--- src/rtl/gf_sbox_pkg.sv ---
// Shared definitions for the composite-field S-box sharing arbiter.
// Optional feature macro: GF_SBOX_ARB_INV_EN (per-byte inverse S-box select).
package gf_sbox_pkg;

    localparam int SBOX_DW = 8;
    localparam int MAX_REQ = 8;

    // Owner tag that travels alongside each byte through the S-box latency.
    typedef struct packed {
        logic               valid;
        logic [MAX_REQ-1:0] owner;
        logic               inv;
    } tag_t;

    // Known-answer pairs of the forward AES S-box.
    localparam logic [SBOX_DW-1:0] KAT_X0 = 8'h00, KAT_Y0 = 8'h63;
    localparam logic [SBOX_DW-1:0] KAT_X1 = 8'h53, KAT_Y1 = 8'hED;
    localparam logic [SBOX_DW-1:0] KAT_X2 = 8'h01, KAT_Y2 = 8'h7C;
    localparam logic [SBOX_DW-1:0] KAT_X3 = 8'hFF, KAT_Y3 = 8'h16;
    // Known-answer pair of the inverse S-box.
    localparam logic [SBOX_DW-1:0] KAT_IX0 = 8'h63, KAT_IY0 = 8'h00;

endpackage

--- src/rtl/rr_arbiter.sv ---
// Combinational round-robin grant: lowest requester at or above ptr wins,
// otherwise the lowest requester overall (wrap-around). The pointer register
// itself lives in the parent.
module rr_arbiter #(
    parameter int NREQ = 4
) (
    input  logic [NREQ-1:0]         req,
    input  logic [$clog2(NREQ)-1:0] ptr,
    output logic [NREQ-1:0]         gnt,
    output logic [$clog2(NREQ)-1:0] gnt_idx
);

    localparam int PW = $clog2(NREQ);

    logic [NREQ-1:0] mask_hi;
    logic [NREQ-1:0] cand;

    // Restrict to requesters at/above ptr when any exist, then pick the lowest.
    always_comb begin
        mask_hi = {NREQ{1'b1}} << ptr;
        cand    = ((req & mask_hi) != '0) ? (req & mask_hi) : req;
        gnt     = '0;
        gnt_idx = '0;
        for (int i = NREQ - 1; i >= 0; i--) begin
            if (cand[i]) begin
                gnt     = NREQ'(1) << i;
                gnt_idx = PW'(i);
            end
        end
    end

endmodule

--- src/rtl/gf_sbox_share_arb.sv ---
// Shares one pipelined AES S-box between NREQ requesters. Round-robin grant,
// registered S-box launch, and a one-hot owner tag pipe matched to the S-box
// latency so each result is returned to its owner as a one-cycle pulse.
// Optional feature macro: GF_SBOX_ARB_INV_EN adds req_inv / sbox_inv.
module gf_sbox_share_arb
    import gf_sbox_pkg::*;
#(
    parameter int NREQ     = 4,
    parameter int DW       = 8,
    parameter int SBOX_LAT = 2
) (
    input  logic               clk,
    input  logic               rst_n,
    input  logic [NREQ-1:0]    req_valid,
    input  logic [NREQ*DW-1:0] req_data,
`ifdef GF_SBOX_ARB_INV_EN
    input  logic [NREQ-1:0]    req_inv,
    output logic               sbox_inv,
`endif
    output logic [NREQ-1:0]    req_ready,
    output logic [NREQ-1:0]    rsp_valid,
    output logic [DW-1:0]      rsp_data,
    output logic [DW-1:0]      sbox_x,
    input  logic [DW-1:0]      sbox_y,
    output logic               busy
);

    localparam int PW = $clog2(NREQ);

    logic [PW-1:0]   ptr;
    logic [PW-1:0]   gnt_idx;
    logic [NREQ-1:0] gnt;
    logic            xfer;
    logic [DW-1:0]   sel_data;
    logic            sel_inv;
    logic            tags_busy;
    logic            unused_tag;
    tag_t            pipe [SBOX_LAT+1];

    rr_arbiter #(.NREQ(NREQ)) u_rr_arbiter (
        .req     (req_valid),
        .ptr     (ptr),
        .gnt     (gnt),
        .gnt_idx (gnt_idx)
    );

    assign req_ready = gnt;
    assign xfer      = |gnt;

    // Byte (and inverse select) of the granted requester.
    always_comb begin
        sel_data = '0;
        sel_inv  = 1'b0;
        for (int i = 0; i < NREQ; i++) begin
            if (gnt[i]) begin
                sel_data = req_data[i*DW +: DW];
`ifdef GF_SBOX_ARB_INV_EN
                sel_inv  = req_inv[i];
`endif
            end
        end
    end

    // Launch register, round-robin pointer and owner tag pipe.
    always_ff @(posedge clk or negedge rst_n) begin
        if (!rst_n) begin
            ptr    <= '0;
            sbox_x <= '0;
`ifdef GF_SBOX_ARB_INV_EN
            sbox_inv <= 1'b0;
`endif
            for (int i = 0; i <= SBOX_LAT; i++) begin
                pipe[i] <= '0;
            end
        end else begin
            if (xfer) begin
                sbox_x  <= sel_data;
                pipe[0] <= '{valid: 1'b1, owner: MAX_REQ'(gnt), inv: sel_inv};
                ptr     <= (gnt_idx == PW'(NREQ - 1)) ? '0 : gnt_idx + 1'b1;
            end else begin
                sbox_x  <= '0;
                pipe[0] <= '0;
            end
`ifdef GF_SBOX_ARB_INV_EN
            sbox_inv <= xfer & sel_inv;
`endif
            for (int i = 1; i <= SBOX_LAT; i++) begin
                pipe[i] <= pipe[i-1];
            end
        end
    end

    // Anything still in the tag pipe keeps the block busy.
    always_comb begin
        tags_busy = 1'b0;
        for (int i = 0; i <= SBOX_LAT; i++) begin
            tags_busy = tags_busy | pipe[i].valid;
        end
    end

    assign busy      = tags_busy | (|req_valid);
    assign rsp_valid = pipe[SBOX_LAT].valid ? pipe[SBOX_LAT].owner[NREQ-1:0] : '0;
    assign rsp_data  = pipe[SBOX_LAT].valid ? sbox_y : '0;

    // The inverse flag already rode along on sbox_inv; the last stage only needs owner.
    assign unused_tag = ^pipe[SBOX_LAT];

endmodule

--- config.mk ---
export PLATFORM = sky130hd
export DESIGN_NAME = gf_sbox_share_arb
export DESIGN_NICKNAME = d
export VERILOG_FILES = /design/src/rtl/gf_sbox_pkg.sv /design/src/rtl/rr_arbiter.sv /design/src/rtl/gf_sbox_share_arb.sv
export SDC_FILE = /design/constraint.sdc
export NUM_CORES = 1
export LEC_CHECK = 0
export ABC_CLOCK_PERIOD_IN_PS = 2890
export CELL_PAD_IN_SITES_DETAIL_PLACEMENT = 1
export CELL_PAD_IN_SITES_GLOBAL_PLACEMENT = 2
export CORE_MARGIN = 5
export CORE_UTILIZATION = 20
export DETAILED_ROUTE_END_ITERATION = 8
export GPL_ROUTABILITY_DRIVEN = 1
export PLACE_DENSITY_LB_ADDON = 0.1
export SETUP_SLACK_MARGIN = 0.4
export SYNTH_ARGS = -nofsm -noshare
export SYNTH_HDL_FRONTEND = slang
export SYNTH_SLANG_ARGS = --single-unit
export TNS_END_PERCENT = 1
--- constraint.sdc ---
create_clock -name clk -period 2.89 [get_ports clk]
set_input_delay 0.867 -clock clk [delete_from_list [all_inputs] [get_ports clk]]
set_output_delay 0.867 -clock clk [all_outputs]
set_load 0.01 [all_outputs]
### Yosys cells after proc, flatten, opt, wreduce, memory -nomap -nowiden

Cells that the tools add are included.

| word-level totals | value |
|---|---|
| RAM bits | 0 |
| output and inout bits | 25 |
| logic and storage cells | 36 |
| ROM bits | 0 |
| bits in latches | 0 |
| bits in registers | 25 |
| memories | 0 |

| operators by class | value |
|---|---|
| shift-type cells | 1 |
| div/mod/pow operators | 0 |
| order comparisons | 0 |
| eq/ne operators | 1 |
| reduce and logical (&&, ||, !) cells | 3 |
| multiplexer cells | 18 |
| $add $sub $neg | 1 |
| bitwise logic cells | 4 |
| multiply operators | 0 |

Operators by type and width:

| kind | number |
|---|---|
| $mux 8 | 6 |
| $mux 4 | 6 |
| $mux 10 | 1 |
| $mux 2 | 5 |
| $reduce_or 4->1 | 2 |
| $and 4x4->4 | 1 |
| $reduce_bool 4->1 | 1 |
| $shl 4x2->4 const A | 1 |
| $or 1x1->1 | 3 |
| $add 2x1->2 const B | 1 |
| $eq 2x2->1 const B | 1 |

### Longest topological paths before layout

Gate-level depths: netlist of run 1.

| depth | value |
|---|---|
| word-level depth | 13 |
| gate-level depth with buffers | 6 |

### Hierarchy

Synthesis of run 1 repeated with hierarchy kept, for this count alone.

| unflattened totals | value |
|---|---|
| cells, all modules | 119 |
| area, all modules | 1333.8 um^2 |

Modules (own cells, without submodules):

| module | cells each | area an instance (um^2) | instances |
|---|---|---|---|
| gf_sbox_share_arb | 91 | 1136.1 | 1 |
| rr_arbiter | 28 | 197.7 | 1 |

### Least setup slack after synthesis of run 1

Ideal clock, no wire load.

| path | value |
|---|---|
| path kind | in2out |
| start | input port req_valid[3] |
| end | output port busy |
| arrival | 1.882 ns |
| cell stages on the path | 3 |
| path slack | 0.141 ns |
| cell sequence | or2_1 > or3_1 > or4_1 |

| on the way | value |
|---|---|
| word-level cells in the longest chain between the ends | 2 |

Ends and longest elaborated chain:

| what | line | text |
|---|---|---|
| start: declaration | gf_sbox_share_arb.sv:14 | `input logic [NREQ-1:0] req_valid,` |
| $reduce_or 4->1 | gf_sbox_share_arb.sv:101 | `assign busy = tags_busy \| (\|req_valid);` |
| $or 1x1->1 | gf_sbox_share_arb.sv:101 |  |
| end: declaration | gf_sbox_share_arb.sv:25 | `output logic busy` |

Every way passes these cells.

### Final worst setup path of run 1

Ends and elaborated chain as after synthesis.

==> metrics, run 1 <==
Reg clk slew, reported paths 0.08 ns; WS Path Type input port to primary output; largest net degree at the start of global routing 26; vias in the first global route 1437; die height roughly 86 um; count of cell types in the netlist 27; slew of the pin with the lowest slew margin approximately 0.45 ns; hold_buf cts 0; Antenna Nets Post-Route 0; failing checks setup timing; RSZ-0062 raised after global routing yes; worst path required time between 2 and 2.5 ns; reg2reg path depth 5; worst rel slew slack between 60 and 70%; Synth Register Bits 25; area grow syn2layout 83.1%; crit path time final just under 3 ns; GRT Total Usage between 10% and 20%; cells after synthesis roughly 110; outcome finished with violations; Mapped Area roughly 0.0012 sq mm; Critical R2R Launch ptr[1]$_DFFE_PN0P_; syn_area_per_cell 10.7 sq um; htree depth 1; clock latency on the worst-skew pair roughly 0.26 ns; post-route insts no fill 265; num ports a little over 70; filler cell count about 630; WP data arrival about 2.1 ns; gp weighted congestion 0.762; Nets between 200 and 250; core footprint roughly 0.0056 sq mm; ANT cells 0; worst vdd ir 0.242 mV; max_cap viols 0; Routed WL ~4500 um; Setup Skew around 0.0028 ns; Min-Delay Path Class register to register; final setup fails 1; CTS Sinks 25; starting density of the core a little over a fifth; Ys Warns 0; Post-route DRC 0; gr ovfl total 0; dpl cells ~260; antenna violations before repair 0; register area share after synthesis about 54%; first-pass GRT wire length ~7000 um; row count 27; Port Buffers 70; post-detail-place hpwl around 3500 um; Root Driver clkbuf_8; Crit. Startpoint req_valid[3]; final setup margin -0.0675 ns; CTS tree done; TritonRoute pass-1 iters 4; initial drt markers 33; power density over the cells 689 mW/mm^2; CTS Buf Count 3; Hold Path Stages 0; Tcrit/Tclk final 102%; Net Count, Synth 155; CP max FO 2; die footprint about 0.0075 sq mm; Final Hold Vio Count 0; area of placed instances between 0.002 and 0.0025 sq mm; LEAKAGE roughly 0.9 nW; crit start category input port; hold path startpoint pipe[22]$_DFF_PN0_; via count between 1000 and 1500; DR vias/cell around 4.7; Max Clk Rate between 300 and 400 MHz; pins over their slew limit 0; final instance area about 0.0021 sq mm; Max clock buf depth 2; CP Capture Type primary output; Avg WL per Cell 16.8 um; die width ~86 um; share of layout cells above drive strength 1 24.9%
[where the power goes]
group          switching [mW]  leakage, nW  internal, mW
registers              0.0737        0.305         0.465
logic                   0.329        0.575         0.398
clock network           0.106       0.0228        0.0984
[layout by cell type (no fill, tap or decap), types with 2 or more instances in the layout]
cell type and count:
buf_2 10, buf_4 14, clkdlybuf4s50_1 53, o211ai_1 9
a21oi_4 2, a22oi_1 9, inv_1 2, o21a_1 3
o21bai_1 2, dfrtp_1 24, and3_1 2, buf_6 9
nand4_1 8, and2_1 13, nand3_1 8, clkbuf_8 3
nand2b_1 3
[cells in the mapped netlist, drive strengths merged]
cell,n,area (sq um)
o21bai,2,15.0
or3,1,6.26
and2,13,81.3
buf,2,10.0
a2bb2oi,2,17.5
dfrtp,25,626
or4,1,7.51
and3,2,12.5
o21ai,2,10.0
or2,2,12.5
nand2,1,3.75
o211ai,9,67.6
clkbuf,6,22.5
nand2b,3,18.8
o211a,1,10.0
nand3,8,40.0
o21a,3,22.5
nor2b,1,6.26
o221ai,1,8.76
nand4,8,50.1
a22oi,9,67.6
inv,2,7.51
o22ai,2,18.8
a21oi,3,22.5
[per-layer routing]
metal	share of wire (%)	GRT usage, %
met4	1.9	5.10
met5	0	0
met1	38	12.5
met2	54	23.1
met3	6.0	2.38
[layout make-up]
| cell class | instances | area [sq um] | share of cell area, % |
|---|---|---|---|
| inverter | 2 | 7.51 | 0.352 |
| clock buffer | 4 | 45.0 | 2.11 |
| timing repair buffer | 88 | 817 | 38.3 |
| sequential | 25 | 627 | 29.4 |
| multi-input combinational | 74 | 547 | 25.6 |
| tap | 72 | 90.1 | 4.22 |
[logic make-up (layout without fill, tap and decap cells)]
logic type	count (synthesis)	in the layout	share of synthesized area, %
and+or+nand+nor	40	40	20.5
AOI/OAI and AO/OA	34	34	22.3
DFF	25	25	53.7
buffers and inverters	10	94	3.44
[worst max-delay path, cell delays in order]
cell and delay (ns):
buf_6 0.09, or2_4 0.24, or3_4 0.33, or4_4 0.42
buf_6 0.14
[through the flow]
step | setup TNS, ns | setup WS (ns) | hold WS, ns | total power [mW] | util (%)
2_1_floorplan | 0 | 0.160 | 0.331 | 0.835 | -
3_3_place_gp | -2.57 | -0.761 | 0.334 | 1.24 | 36.7
3_5_place_dp | -2.68 | -0.794 | 0.336 | 1.26 | 36.7
4_1_cts | -0.183 | -0.183 | 0.355 | 1.48 | 37.5
5_1_grt | -0.0883 | -0.0883 | 0.365 | 1.57 | 38.3
6_report | -0.0675 | -0.0675 | 0.354 | 1.47 | 38.3
[path summary, 6_finish.rpt]
| path | endpoint | slack [ns] |
|---|---|---|
| max | busy | -0.07 |
| min | pipe[12]$_DFF_PN0_ | 0.35 |
| max reg2reg | sbox_x[4]$_DFF_PN0_ | 1.28 |
| min reg2reg | pipe[12]$_DFF_PN0_ | 0.35 |
| max in group asynchronous | pipe[9]$_DFF_PN0_ | 1.67 |
| min in group asynchronous | pipe[29]$_DFF_PN0_ | 0.96 |
[flip-flops by register name, indices dropped and copies added, names as in the netlist]
signal,flops
pipe,15
ptr,2
sbox_x,8
[timing repair]
item                                    in CTS  in global routing
pin swaps                                   12                  9
buffers inserted                             1                  1
resized for setup                           80                  8
endpoints found under the setup margin      13                  6
(Power assumes the default switching activity.)
==> inputs of run 2 (changes only) <==
--- a/config.mk
+++ b/config.mk
@@ -5,7 +5,6 @@
 export SDC_FILE = /design/constraint.sdc
 export NUM_CORES = 1
 export LEC_CHECK = 0
-export ABC_CLOCK_PERIOD_IN_PS = 2890
 export CELL_PAD_IN_SITES_DETAIL_PLACEMENT = 1
 export CELL_PAD_IN_SITES_GLOBAL_PLACEMENT = 2
 export CORE_MARGIN = 5
==> results of run 2 <==
The final DEF is identical to that of run 1; final timing and power are the same.
==> inputs of run 3 (changes only) <==
--- a/config.mk
+++ b/config.mk
@@ -7,8 +7,8 @@
 export LEC_CHECK = 0
 export CELL_PAD_IN_SITES_DETAIL_PLACEMENT = 1
 export CELL_PAD_IN_SITES_GLOBAL_PLACEMENT = 2
-export CORE_MARGIN = 5
-export CORE_UTILIZATION = 20
+export CORE_UTILIZATION = 21
+export CTS_BUF_LIST = sky130_fd_sc_hd__clkbuf_8
 export DETAILED_ROUTE_END_ITERATION = 8
 export GPL_ROUTABILITY_DRIVEN = 1
 export PLACE_DENSITY_LB_ADDON = 0.1
==> run 3 against run 2 <==
The run still ends with setup timing left. Clock skew rose by 0.0054 ns. Flip-flop and latch count did not move. Register-to-register slack improved by 0.05 ns. Final area rose by 0.35%. Sequential share of layout area fell by 0.16 points. Final cell count fell by 0.38%. Critical endpoint unchanged.
==> metrics, run 3 (same netlist as run 1, synthesis figures left out) <==
htree depth 1; Reg clk slew, reported paths about 0.08 ns; final setup margin -0.108 ns; WP data arrival between 2 and 2.5 ns; Post-route DRC 0; RSZ-0062 raised after global routing yes; via count 1229; Routed WL ~4100 um; worst rel slew slack around three quarters; CTS Buf Count 3; Min-Delay Path Class register to register; slowest cell on the critical path or4_4; Port Buffers 70; CP dominant cell by count buf_6; max_cap viols 0; clock latency on the worst-skew pair about 0.26 ns; Nets about 240; largest net degree at the start of global routing 26; LEAKAGE 0.911 nW; antenna violations before repair 0; DR vias/cell 4.66; Setup Skew between 0.008 and 0.009 ns; NetSw roughly 500 uW; worst-path cell chain buf_6, or2_1, or3_4, or4_4, buf_6; cell internal pwr a little under 1 mW; Max Clk Rate between 300 and 400 MHz; Antenna Nets Post-Route 0; CP Buf/Inv Count 2; setup_tns -0.108 ns; die width approximately 76 um; post-route insts no fill about 260; gp weighted congestion 0.691; pins over their slew limit 0; area grow syn2layout 83.8%; power density over the cells 686 mW/mm^2; crit start category input port; Final Hold Vio Count 0; initial drt markers 36; hold_buf cts 0; vias in the first global route between 1000 and 1500; slew of the pin with the lowest slew margin a little under 0.4 ns; Root Driver clkbuf_8; post-detail-place hpwl roughly 3100 um; CP delay by family, top simple AND/OR/NAND/NOR gates; CP peak stage delay roughly 0.42 ns; Top Registers pipe x15, sbox_x x8, ptr x2; final setup fails 1; die height ~76 um; ANT cells 0; Avg WL per Cell approximately 16 um; failing checks setup timing; CTS tree done; core footprint roughly 0.0052 sq mm; TritonRoute pass-1 iters 4; starting density of the core 22.2%; row count 26; most frequent cells in the layout 53 x clkdlybuf4s50_1, 25 x dfrtp_1, 15 x buf_4, 13 x and2_1, 11 x buf_2; CP Capture Type primary output; CTS Sinks 25; num ports 71; Max clock buf depth 2; Largest register FFs 15; R2R Setup Slk between 1 and 1.5 ns; share of layout cells above drive strength 1 between 20% and 30%; die footprint about 0.006 sq mm; dpl cells approximately 260; sequential power share 36.7%; CP max FO 2; Sw Ratio 34.3%; outcome finished with violations; WS Path Type input port to primary output; most common cell after layout, fill and taps aside clkdlybuf4s50_1; crit path time final roughly 3.0 ns; final core occ 40.9%; power share of the clock group 13.4%; worst path required time approximately 2 ns; Biggest register pipe; Tcrit/Tclk final 104%; first-pass GRT wire length between 6000 and 7000 um; GRT Total Usage 14.1%; Comb pwr share between 40% and 50%; worst vdd ir roughly 0.24 mV; dpl ws -0.799 ns; gr ovfl total 0
==> run 3: metrics by stage <==
step           hold WS [ns]  power [mW]  cell area, sq um
3_3_place_gp          0.333        1.23              2040
6_report              0.354        1.47              2140
3_5_place_dp          0.338        1.25              2040
5_1_grt               0.366        1.57              2140
2_1_floorplan         0.331       0.835              1170
4_1_cts               0.359        1.46              2100
==> run 3: layout make-up <==
class	instances	area, sq um
clock buffers	3	41.3
clock inverters	1	3.75
inverters	2	7.51
fillers	601	3100
well taps	70	87.6
repair buffers	89	822
multi-input cells	74	553
flip-flops and latches	25	626
==> run 3: metal layers <==
layer | wire (um) | global-route usage, % | up-vias | part of all wire, %
li1 | - | - | 581 | -
met1 | 1720 | 16.9 | 608 | 42
met2 | 2180 | 25.3 | 38 | 53
met3 | 180 | 2.16 | 2 | 4.4
met4 | 34 | 5.00 | 0 | 0.83
met5 | 0 | 0 | - | 0
==> run 3: what timing repair did <==
action | CTS | global route
resized for setup | 82 | 8
endpoints found under the hold margin | 0 | 0
pin swaps | 12 | 12
buffers inserted | 2 | 1
setup endpoints to repair | 13 | 5
==> run 3: power groups by stage <==
stage | logic [mW] | clock network (mW) | registers (mW)
2_1_floorplan | 0.310 | 0 | 0.525
3_3_place_gp | 0.705 | 0 | 0.530
3_5_place_dp | 0.714 | 0 | 0.537
4_1_cts | 0.711 | 0.210 | 0.539
5_1_grt | 0.791 | 0.219 | 0.557
6_report | 0.733 | 0.197 | 0.539
==> run 3: final timing paths <==
check | start | end | cells past startpoint
worst min register to register | pipe[21]$_DFF_PN0_ | pipe[11]$_DFF_PN0_ | 0
min in group asynchronous | rst_n | pipe[2]$_DFF_PN0_ | 2
max in group asynchronous | rst_n | ptr[1]$_DFFE_PN0P_ | 2
worst max register to register | ptr[1]$_DFFE_PN0P_ | sbox_x[4]$_DFF_PN0_ | 5
worst min-delay path | pipe[21]$_DFF_PN0_ | pipe[11]$_DFF_PN0_ | 0
worst max-delay path | req_valid[3] | busy | 5
